<file path="src/rtl/pal_padding_ctrl_if.sv">
// Sync and clock-gate signals between the VDG sync taps and the PAL padding sequencer.
interface pal_padding_ctrl_if;
   logic ENABLE;
   logic HS_n;
   logic FS_n;
   logic VCLK_EN;
   logic HS_OUT_n;
   logic PADDING;

   // Stimulus side: drives VDG syncs and enable, observes the gated outputs.
   modport master (
      output ENABLE,
      output HS_n,
      output FS_n,
      input  VCLK_EN,
      input  HS_OUT_n,
      input  PADDING
   );

   // Sequencer side.
   modport slave (
      input  ENABLE,
      input  HS_n,
      input  FS_n,
      output VCLK_EN,
      output HS_OUT_n,
      output PADDING
   );
endinterface

</file>
<file path="src/rtl/pal_padding_ctrl.sv">
// PAL line padding sequencer for the Dragon VDG: freezes the VDG clock and emits
// synthetic blank lines in two windows per field (after FS fall and after FS rise).
module pal_padding_ctrl #(
   parameter int unsigned LINE_LEN = 64,
   parameter int unsigned HS_LEN   = 5,
   parameter int unsigned PAD_A    = 25,
   parameter int unsigned PAD_B    = 25,
   parameter int unsigned SKIP_B   = 0
) (
   input logic              A,
   input logic              nRESET,
   pal_padding_ctrl_if.slave bus
);

   localparam int unsigned DOT_W  = 10;
   localparam int unsigned LINE_W = 6;
   localparam int unsigned SKIP_W = 6;

   localparam logic [DOT_W-1:0]  DOT_LAST = DOT_W'(LINE_LEN - 1);
   localparam logic [DOT_W-1:0]  HS_END   = DOT_W'(HS_LEN);
   localparam logic [LINE_W-1:0] LAST_A   = (PAD_A == 0) ? '0 : LINE_W'(PAD_A - 1);
   localparam logic [LINE_W-1:0] LAST_B   = (PAD_B == 0) ? '0 : LINE_W'(PAD_B - 1);
   localparam logic [SKIP_W-1:0] SKIP_INI = SKIP_W'(SKIP_B);

   // Reject parameter sets the counters or the HS pulse cannot represent.
   if (HS_LEN >= LINE_LEN || HS_LEN < 1) begin : g_bad_hs_len
      $error("pal_padding_ctrl: HS_LEN must be in 1..LINE_LEN-1");
   end
   if (LINE_LEN < 2 || LINE_LEN > 1023) begin : g_bad_line_len
      $error("pal_padding_ctrl: LINE_LEN must be in 2..1023");
   end
   if (PAD_A > 63 || PAD_B > 63 || SKIP_B > 63) begin : g_bad_counts
      $error("pal_padding_ctrl: PAD_A, PAD_B, SKIP_B must be in 0..63");
   end

   typedef enum logic [2:0] {
      S_RUN   = 3'd0,
      S_ARM_A = 3'd1,
      S_ARM_B = 3'd2,
      S_PAD_A = 3'd3,
      S_PAD_B = 3'd4
   } state_e;

   state_e              state_q, state_d;
   logic [DOT_W-1:0]    dot_q, dot_d;
   logic [LINE_W-1:0]   line_q, line_d;
   logic [SKIP_W-1:0]   skip_q, skip_d;
   logic                hs_d_q, fs_d_q;
   logic                vclk_en_q, vclk_en_d;
   logic                hs_out_n_q, hs_out_n_d;
   logic                padding_q, padding_d;

   logic                hs_fall_c, fs_fall_c, fs_rise_c;
   logic                pad_next_c;
   logic [LINE_W-1:0]   line_last_c;

   assign hs_fall_c = hs_d_q & ~bus.HS_n;
   assign fs_fall_c = fs_d_q & ~bus.FS_n;
   assign fs_rise_c = ~fs_d_q & bus.FS_n;

   // State register, counters, sync history and registered outputs.
   always_ff @(posedge A or negedge nRESET) begin
      if (!nRESET) begin
         state_q    <= S_RUN;
         dot_q      <= '0;
         line_q     <= '0;
         skip_q     <= '0;
         hs_d_q     <= 1'b1;
         fs_d_q     <= 1'b1;
         vclk_en_q  <= 1'b1;
         hs_out_n_q <= 1'b1;
         padding_q  <= 1'b0;
      end else begin
         state_q    <= state_d;
         dot_q      <= dot_d;
         line_q     <= line_d;
         skip_q     <= skip_d;
         hs_d_q     <= bus.HS_n;
         fs_d_q     <= bus.FS_n;
         vclk_en_q  <= vclk_en_d;
         hs_out_n_q <= hs_out_n_d;
         padding_q  <= padding_d;
      end
   end

   // Next-state, counter update and output decode from the next state.
   always_comb begin
      state_d     = state_q;
      dot_d       = dot_q;
      line_d      = line_q;
      skip_d      = skip_q;
      line_last_c = (state_q == S_PAD_A) ? LAST_A : LAST_B;

      if (!bus.ENABLE) begin
         state_d = S_RUN;
         dot_d   = '0;
         line_d  = '0;
         skip_d  = '0;
      end else begin
         case (state_q)
            S_RUN: begin
               // An HS fall on the same edge as the FS edge is not consumed.
               if (fs_fall_c) begin
                  state_d = S_ARM_A;
               end else if (fs_rise_c) begin
                  state_d = S_ARM_B;
                  skip_d  = SKIP_INI;
               end
            end
            S_ARM_A: begin
               if (hs_fall_c) begin
                  state_d = (PAD_A == 0) ? S_RUN : S_PAD_A;
                  dot_d   = '0;
                  line_d  = '0;
               end
            end
            S_ARM_B: begin
               // A new field start overrides a pending bottom window.
               if (fs_fall_c) begin
                  state_d = S_ARM_A;
               end else if (hs_fall_c) begin
                  if (skip_q == '0) begin
                     state_d = (PAD_B == 0) ? S_RUN : S_PAD_B;
                     dot_d   = '0;
                     line_d  = '0;
                  end else begin
                     skip_d = skip_q - SKIP_W'(1);
                  end
               end
            end
            S_PAD_A, S_PAD_B: begin
               // VDG is frozen here, so its sync edges are ignored.
               if (dot_q == DOT_LAST) begin
                  dot_d = '0;
                  if (line_q == line_last_c) begin
                     state_d = S_RUN;
                     line_d  = '0;
                  end else begin
                     line_d = line_q + LINE_W'(1);
                  end
               end else begin
                  dot_d = dot_q + DOT_W'(1);
               end
            end
            default: begin
               state_d = S_RUN;
               dot_d   = '0;
               line_d  = '0;
               skip_d  = '0;
            end
         endcase
      end

      pad_next_c = (state_d == S_PAD_A) || (state_d == S_PAD_B);
      vclk_en_d  = ~pad_next_c;
      padding_d  = pad_next_c;
      hs_out_n_d = pad_next_c ? (dot_d >= HS_END) : bus.HS_n;
   end

   assign bus.VCLK_EN  = vclk_en_q;
   assign bus.HS_OUT_n = hs_out_n_q;
   assign bus.PADDING  = padding_q;

endmodule
</file>
<file path="src/flat_wrapper.sv">
// flat-port wrapper written by rule: the top's interface ports become plain ports
module pal_padding_ctrl_flat 
#(
   parameter int unsigned LINE_LEN = 64,
   parameter int unsigned HS_LEN   = 5,
   parameter int unsigned PAD_A    = 25,
   parameter int unsigned PAD_B    = 25,
   parameter int unsigned SKIP_B   = 0
)
  (A, nRESET, bus_ENABLE, bus_HS_n, bus_FS_n, bus_VCLK_EN, bus_HS_OUT_n, bus_PADDING);
  pal_padding_ctrl_if bus_i ();
  input logic A;
  input logic nRESET;
  input wire logic [$bits(bus_i.ENABLE)-1:0] bus_ENABLE;
  input wire logic [$bits(bus_i.HS_n)-1:0] bus_HS_n;
  input wire logic [$bits(bus_i.FS_n)-1:0] bus_FS_n;
  output wire logic [$bits(bus_i.VCLK_EN)-1:0] bus_VCLK_EN;
  output wire logic [$bits(bus_i.HS_OUT_n)-1:0] bus_HS_OUT_n;
  output wire logic [$bits(bus_i.PADDING)-1:0] bus_PADDING;
  assign bus_i.ENABLE = bus_ENABLE;
  assign bus_i.HS_n = bus_HS_n;
  assign bus_i.FS_n = bus_FS_n;
  assign bus_VCLK_EN = bus_i.VCLK_EN;
  assign bus_HS_OUT_n = bus_i.HS_OUT_n;
  assign bus_PADDING = bus_i.PADDING;
  pal_padding_ctrl #(.LINE_LEN(LINE_LEN), .HS_LEN(HS_LEN), .PAD_A(PAD_A), .PAD_B(PAD_B), .SKIP_B(SKIP_B)) u_core (.A(A), .nRESET(nRESET), .bus(bus_i));
endmodule
</file>
<file path="config.mk">
export PLATFORM = sky130hd
export DESIGN_NAME = pal_padding_ctrl_flat
export DESIGN_NICKNAME = d
export VERILOG_FILES = /design/src/rtl/pal_padding_ctrl_if.sv /design/src/rtl/pal_padding_ctrl.sv /design/src/flat_wrapper.sv
export SDC_FILE = /design/constraint.sdc
export NUM_CORES = 1
export LEC_CHECK = 0
export BUFFER_PORTS_ARGS = -buffer_cell sky130_fd_sc_hd__buf_2
export CORE_AREA = 3 3 69 58
export CTS_CLUSTER_SIZE = 10
export DETAILED_ROUTE_END_ITERATION = 12
export DIE_AREA = 0 0 72 61
export GPL_TIMING_DRIVEN = 1
export PLACE_DENSITY = 0.76
export SLEW_MARGIN = 20
export SYNTH_ARGS = -nofsm -noshare
export SYNTH_HDL_FRONTEND = slang
export SYNTH_SLANG_ARGS = --single-unit
</file>
<file path="constraint.sdc">
create_clock -name A -period 2.6 [get_ports A]
set_input_delay 0.26 -clock A [delete_from_list [all_inputs] [get_ports A]]
set_output_delay 0.26 -clock A [all_outputs]
set_load 0.1 [all_outputs]
</file>
### After elaboration in Yosys (flattened, before gate mapping)

Cells that the tools add are included.
Widths: inputs -> output; s select.

* bitwise logic cells: 7
* add/subtract/negate cells: 3
* magnitude comparators: 1
* equal/unequal tests: 18
* mux-type cells: 33
* reduce and logical (&&, ||, !) cells: 7

Operators by type and width (count)
* $mux 6: 13
* $mux 10: 6
* $pmux 10 s4: 1
* $mux 3: 9
* $pmux 6 s4: 1
* $pmux 6 s3: 1
* $ne 3x2->1 const B: 5
* $pmux 3 s4: 1
* $reduce_and 6->1: 2
* $add 10x1->10 const B: 1
* $eq 10x6->1 const B: 1
* $ge 10x3->1 const B: 1
* $eq 3x2->1 const B: 3
* $ne 3x3->1 const B: 3
* $add 6x1->6 const B: 1
* $eq 3x3->1 const B: 2
* $eq 6x5->1 const B: 1
* $logic_not 6->1: 1
* $sub 6x1->6 const B: 1
* $ne 2x2->1 const B: 2
* $not 1->1: 4
* $and 1x1->1: 3
* $eq 3x1->1 const B: 1
* $logic_not 3->1: 1
* 4 further kinds: 4

* bits in registers: 30
* logic and storage cells: 78

### Longest topological paths before layout

* depth after elaboration: 9
* mapped depth: 10
* gate-level depth less buffers: 10

### Worst setup path before layout

No wires, ideal clock.

* path type: register to register
* from: reg u_core.dot_q[6]
* to: reg u_core.hs_out_n_q, in the netlist u_core.bus.HS_OUT_n
* data arrival time: 2.217 ns
* slack: 0.294 ns
* data required time: 2.510 ns
* setup time: 0.090 ns
* clock period less this slack: 2.306 ns
* stages on the path, launching flop included: 11
* path buffers: 2
* cells stage by stage: dfrtp_1 -> buf_6 -> or4_4 -> or3_1 -> buf_6 -> o2111a_1 -> or2_4 -> nor2_4 -> inv_2 -> nor2_2 -> a31oi_1

* longest elaborated chain between the ends: 7
* elaborated cells on any way between the ends: 17
* those cells by class: 1 x add/sub; 1 x order compare; 3 x eq/ne; 11 x mux; 1 x reduce/logical

RTL lines
* start: declaration: line pal_padding_ctrl.sv:45 `logic [DOT_W-1:0] dot_q, dot_d;`
* start signal: assignment: line pal_padding_ctrl.sv:75 `dot_q <= dot_d;`
* $eq 10x6->1 (*): line pal_padding_ctrl.sv:133 `if (dot_q == DOT_LAST) begin`
* $mux 3 (*): line pal_padding_ctrl.sv:133
* $pmux 3 s4 (*): line pal_padding_ctrl.sv:100 `case (state_q)`
* $mux 3 (*): line pal_padding_ctrl.sv:94 `if (!bus.ENABLE) begin`
* net u_core.state_d[2]: line pal_padding_ctrl.sv:44 `state_e state_q, state_d;`
* $eq 3x2->1 or $eq 3x3->1 (tied branches): line pal_padding_ctrl.sv:154 `pad_next_c = (state_d == S_PAD_A) || (state_d == S_PAD_B);`
* $logic_or 1x1->1 (*): line pal_padding_ctrl.sv:154
* net u_core.pad_next_c: line pal_padding_ctrl.sv:54 `logic pad_next_c;`
* $mux 1 (*): line pal_padding_ctrl.sv:157 `hs_out_n_d = pad_next_c ? (dot_d >= HS_END) : bus.HS_n;`
* net u_core.hs_out_n_d: line pal_padding_ctrl.sv:50 `logic hs_out_n_q, hs_out_n_d;`
* end signal: assignment: line pal_padding_ctrl.sv:81 `hs_out_n_q <= hs_out_n_d;`
* end: declaration: line pal_padding_ctrl.sv:50

The timed path passes the listed nets; every way through them passes the cells marked *.
A chain may end at the register's enable or synchronous reset.

### Worst setup path in the final report

Same ends and word-level chain as after synthesis.

==> results_dict.tcl <==
set metrics [dict create \
    hpwl_um 2970 \
    r2r_start "u_core.dot_q[6]" \
    violations "hold timing" \
    routabilityCongestion 1.01 \
    wirelength_um 4110 \
    fin_skew_ns 0.0141 \
    post-route-util_pct 61.3 \
    synth_cells 218 \
    grt_max_degree 31 \
    end_kind "flop" \
    first_global_vias 1505 \
    cts_tree "done" \
    ys_seq_area_share_pct 40.4 \
    syn_area_mm2 0.00187 \
    ys_warn_count 0 \
    grt_pass1_wl_um 6990 \
    drv_cap 0 \
    num_io_pins 8 \
    power.total_uw 1120 \
    dieArea_mm2 0.00439 \
    rr_worst_depth 8 \
    max_freq_mhz 403 \
    die_width_um 72 \
    rows 19 \
    r2r_end "u_core.bus.HS_OUT_n" \
    track_usage_pct 21.3 \
    root_buffer "clkbuf_8" \
    vdd_drop_max_v 0.000368 \
    grt_overflow 0 \
    drive_above_1_share_pct 15.5 \
    worst_setup_path_start_kind "flop" \
    syn_to_final_growth_pct 11.4 \
    relSlewSlack_pct 56.5 \
    timing_worst_setup_path_type "reg -> reg" \
    ctsHoldBuffers 0 \
    cts_inserted_buffers 5 \
    crit_path_max_fanout 9 \
    status "finished, violations left" \
    htreeDepth 2 \
    cts_sinks 30 \
    avgSynthCellArea_um2 8.57 \
    finalNonFillerCells 274 \
    via_per_inst 6.19 \
    final_common_cell "dfrtp_1" \
    reg2reg_setup_slack_ns 0.12 \
    cts_buffer_depth 2 \
    drt_iter0_drc 194 \
    p_per_area_mw_per_mm2 537 \
    antenna_left 0 \
    synthesis.nets 227 \
    place_inst 266 \
    vias 1696 \
    worstMarginPinSlew_ns 0.653 \
    crit_required_ns 2.80 \
    hold_violations 9 \
    dr.pass1.iters 4 \
    clkTransAtPathRegs_ns 0.07 \
    drc_errors 0 \
    insertion_delay_ns 0.29 \
    maxSlewViolCount 0 \
    io_buffers 7 \
    fp.dieH_um 61 \
    whs_ns -0.00873 \
    post-route-period-util_pct 95.5 \
    grt_antenna_before_repair 0 \
    nNetsFinal 240 \
    p_leak_uw 0.000887 \
    mostFrequentLayoutCells "26 x dfrtp_1, 21 x nand2_1, 18 x nor2_1" \
    rsz0062_at_grt "no" \
    fin_crit_ns 2.48 \
    hp-class "in -> async" \
    initial_utilization_pct 55.0 \
    ys_ff_latch 30 \
    arrival_ns 2.68 \
    tns_ns 0 \
    wl_per_cell_um 15.0 \
    ys_types 54 \
    num_antenna_cells 0 \
    setup_viol_count_final 0 \
    core_mm2 0.00340 \
]
-- metrics by stage --
stage / setup WS [ns] / area (um2) / hold slack, ns
after floorplan: 0.294 / 1870 / -0.0356
after global placement: 0.151 / 1960 / 0.334
after detailed placement: 0.115 / 1960 / 0.333
after CTS: 0.0956 / 2080 / 0.0219
after global routing: 0.0284 / 2080 / 0.0400
final: 0.117 / 2080 / -0.00873
-- routing by layer --
layer	track usage, %	up-vias	part of all wire, %	wire length, um
li1	-	840	-	-
met1	30.3	790	51	2090
met2	29.1	59	39	1620
met3	6.79	7	7.8	320
met4	10.7	0	1.9	78
met5	0	-	0	0
-- cell families after synthesis --
kind of cell	after synthesis	share of synthesized area [%]
AO/OA/AOI/OAI	60	21.4
adder cells (fa/ha/maj)	4	2.68
buffers and inverters	21	5.02
flip-flops	30	40.4
AND/OR/NAND/NOR	103	30.5
-- worst max-delay path: stages, from the launching register on --
cell,delay (ns)
dfrtp_1,0.46
or4_4,0.58
or3_1,0.49
o2111a_1,0.33
or2_4,0.27
nor2_4,0.11
inv_2,0.05
nor2_2,0.07
a31oi_1,0.04
-- what timing repair did --
action,CTS,global route
gates resized for setup,0,2
endpoints found under the setup margin,0,1
setup buffers,0,0
-- where the power goes --
part,switching (uW),internal (uW)
Sequential,13.7,482
Clock,174,312
Combinational,91.6,45.7
Total,279,840
-- cell usage after synthesis, drive strengths merged --
cell / n / share of area (%)
nand3: 16 / 4.3
o22ai: 4 / 1.3
nor4b: 1 / 0.47
clkinv: 1 / 0.20
dfrtp: 26 / 35
a21oi: 13 / 3.7
or3b: 2 / 0.94
nand3b: 2 / 0.80
a32o: 1 / 0.54
nor4: 1 / 0.33
and3: 7 / 2.3
o221ai: 1 / 0.47
clkbuf: 5 / 1.0
nor4bb: 3 / 1.6
a211o: 1 / 0.47
and2: 1 / 0.33
or4: 1 / 0.60
dfstp: 4 / 5.6
a311oi: 2 / 0.94
and4: 2 / 0.94
nor2: 20 / 4.6
o2111a: 1 / 0.60
o21ai: 13 / 3.5
o41ai: 1 / 0.87
or3: 3 / 1.0
a21boi: 1 / 0.40
nand4b: 1 / 0.47
nor2b: 2 / 0.67
a32oi: 1 / 0.47
or4bb: 1 / 0.60
o21a: 4 / 1.6
a41o: 1 / 0.54
o31ai: 3 / 1.2
nand4: 8 / 2.7
nand2: 22 / 4.6
inv: 13 / 2.6
nor3: 3 / 0.80
a31oi: 8 / 2.7
o21bai: 1 / 0.40
buf: 2 / 1.2
ha: 4 / 2.7
or2: 4 / 1.5
nand2b: 3 / 1.0
o32ai: 2 / 0.94
a211oi: 2 / 0.80
-- area by class of cell --
class                           instances  area [um2]
Timing Repair Buffer                   13        80.1
Fill cell                             272        1320
Multi-Input combinational cell        167        1030
Tap cell                               42        52.6
Sequential cell                        30         756
Clock buffer                            7        86.3
Inverter                               14        52.6
Clock inverter                          1        30.0
-- worst max-delay path by stage --
stage                          end        startpoint  cells after the start  slack (ns)
2_1_floorplan  u_core.bus.HS_OUT_n   u_core.dot_q[6]                     10        0.29
3_3_place_gp   u_core.bus.HS_OUT_n  u_core.skip_q[0]                      9        0.15
3_5_place_dp   u_core.bus.HS_OUT_n  u_core.skip_q[0]                      9        0.11
4_1_cts        u_core.bus.HS_OUT_n  u_core.skip_q[0]                      9         0.1
5_1_grt        u_core.bus.HS_OUT_n   u_core.dot_q[6]                      8        0.03
6_report       u_core.bus.HS_OUT_n   u_core.dot_q[6]                      8        0.12
-- registers in the layout, summed over array words and instances, names as in the netlist --
signal,flops
u_core.dot_q,10
u_core.line_q,6
u_core.skip_q,6
u_core.state_q,3
u_core.bus.HS_OUT_n,1
u_core.bus.PADDING,1
u_core.bus.VCLK_EN,1
u_core.fs_d_q,1
u_core.hs_d_q,1
No activity file was read; power rests on OpenSTA's default activity.
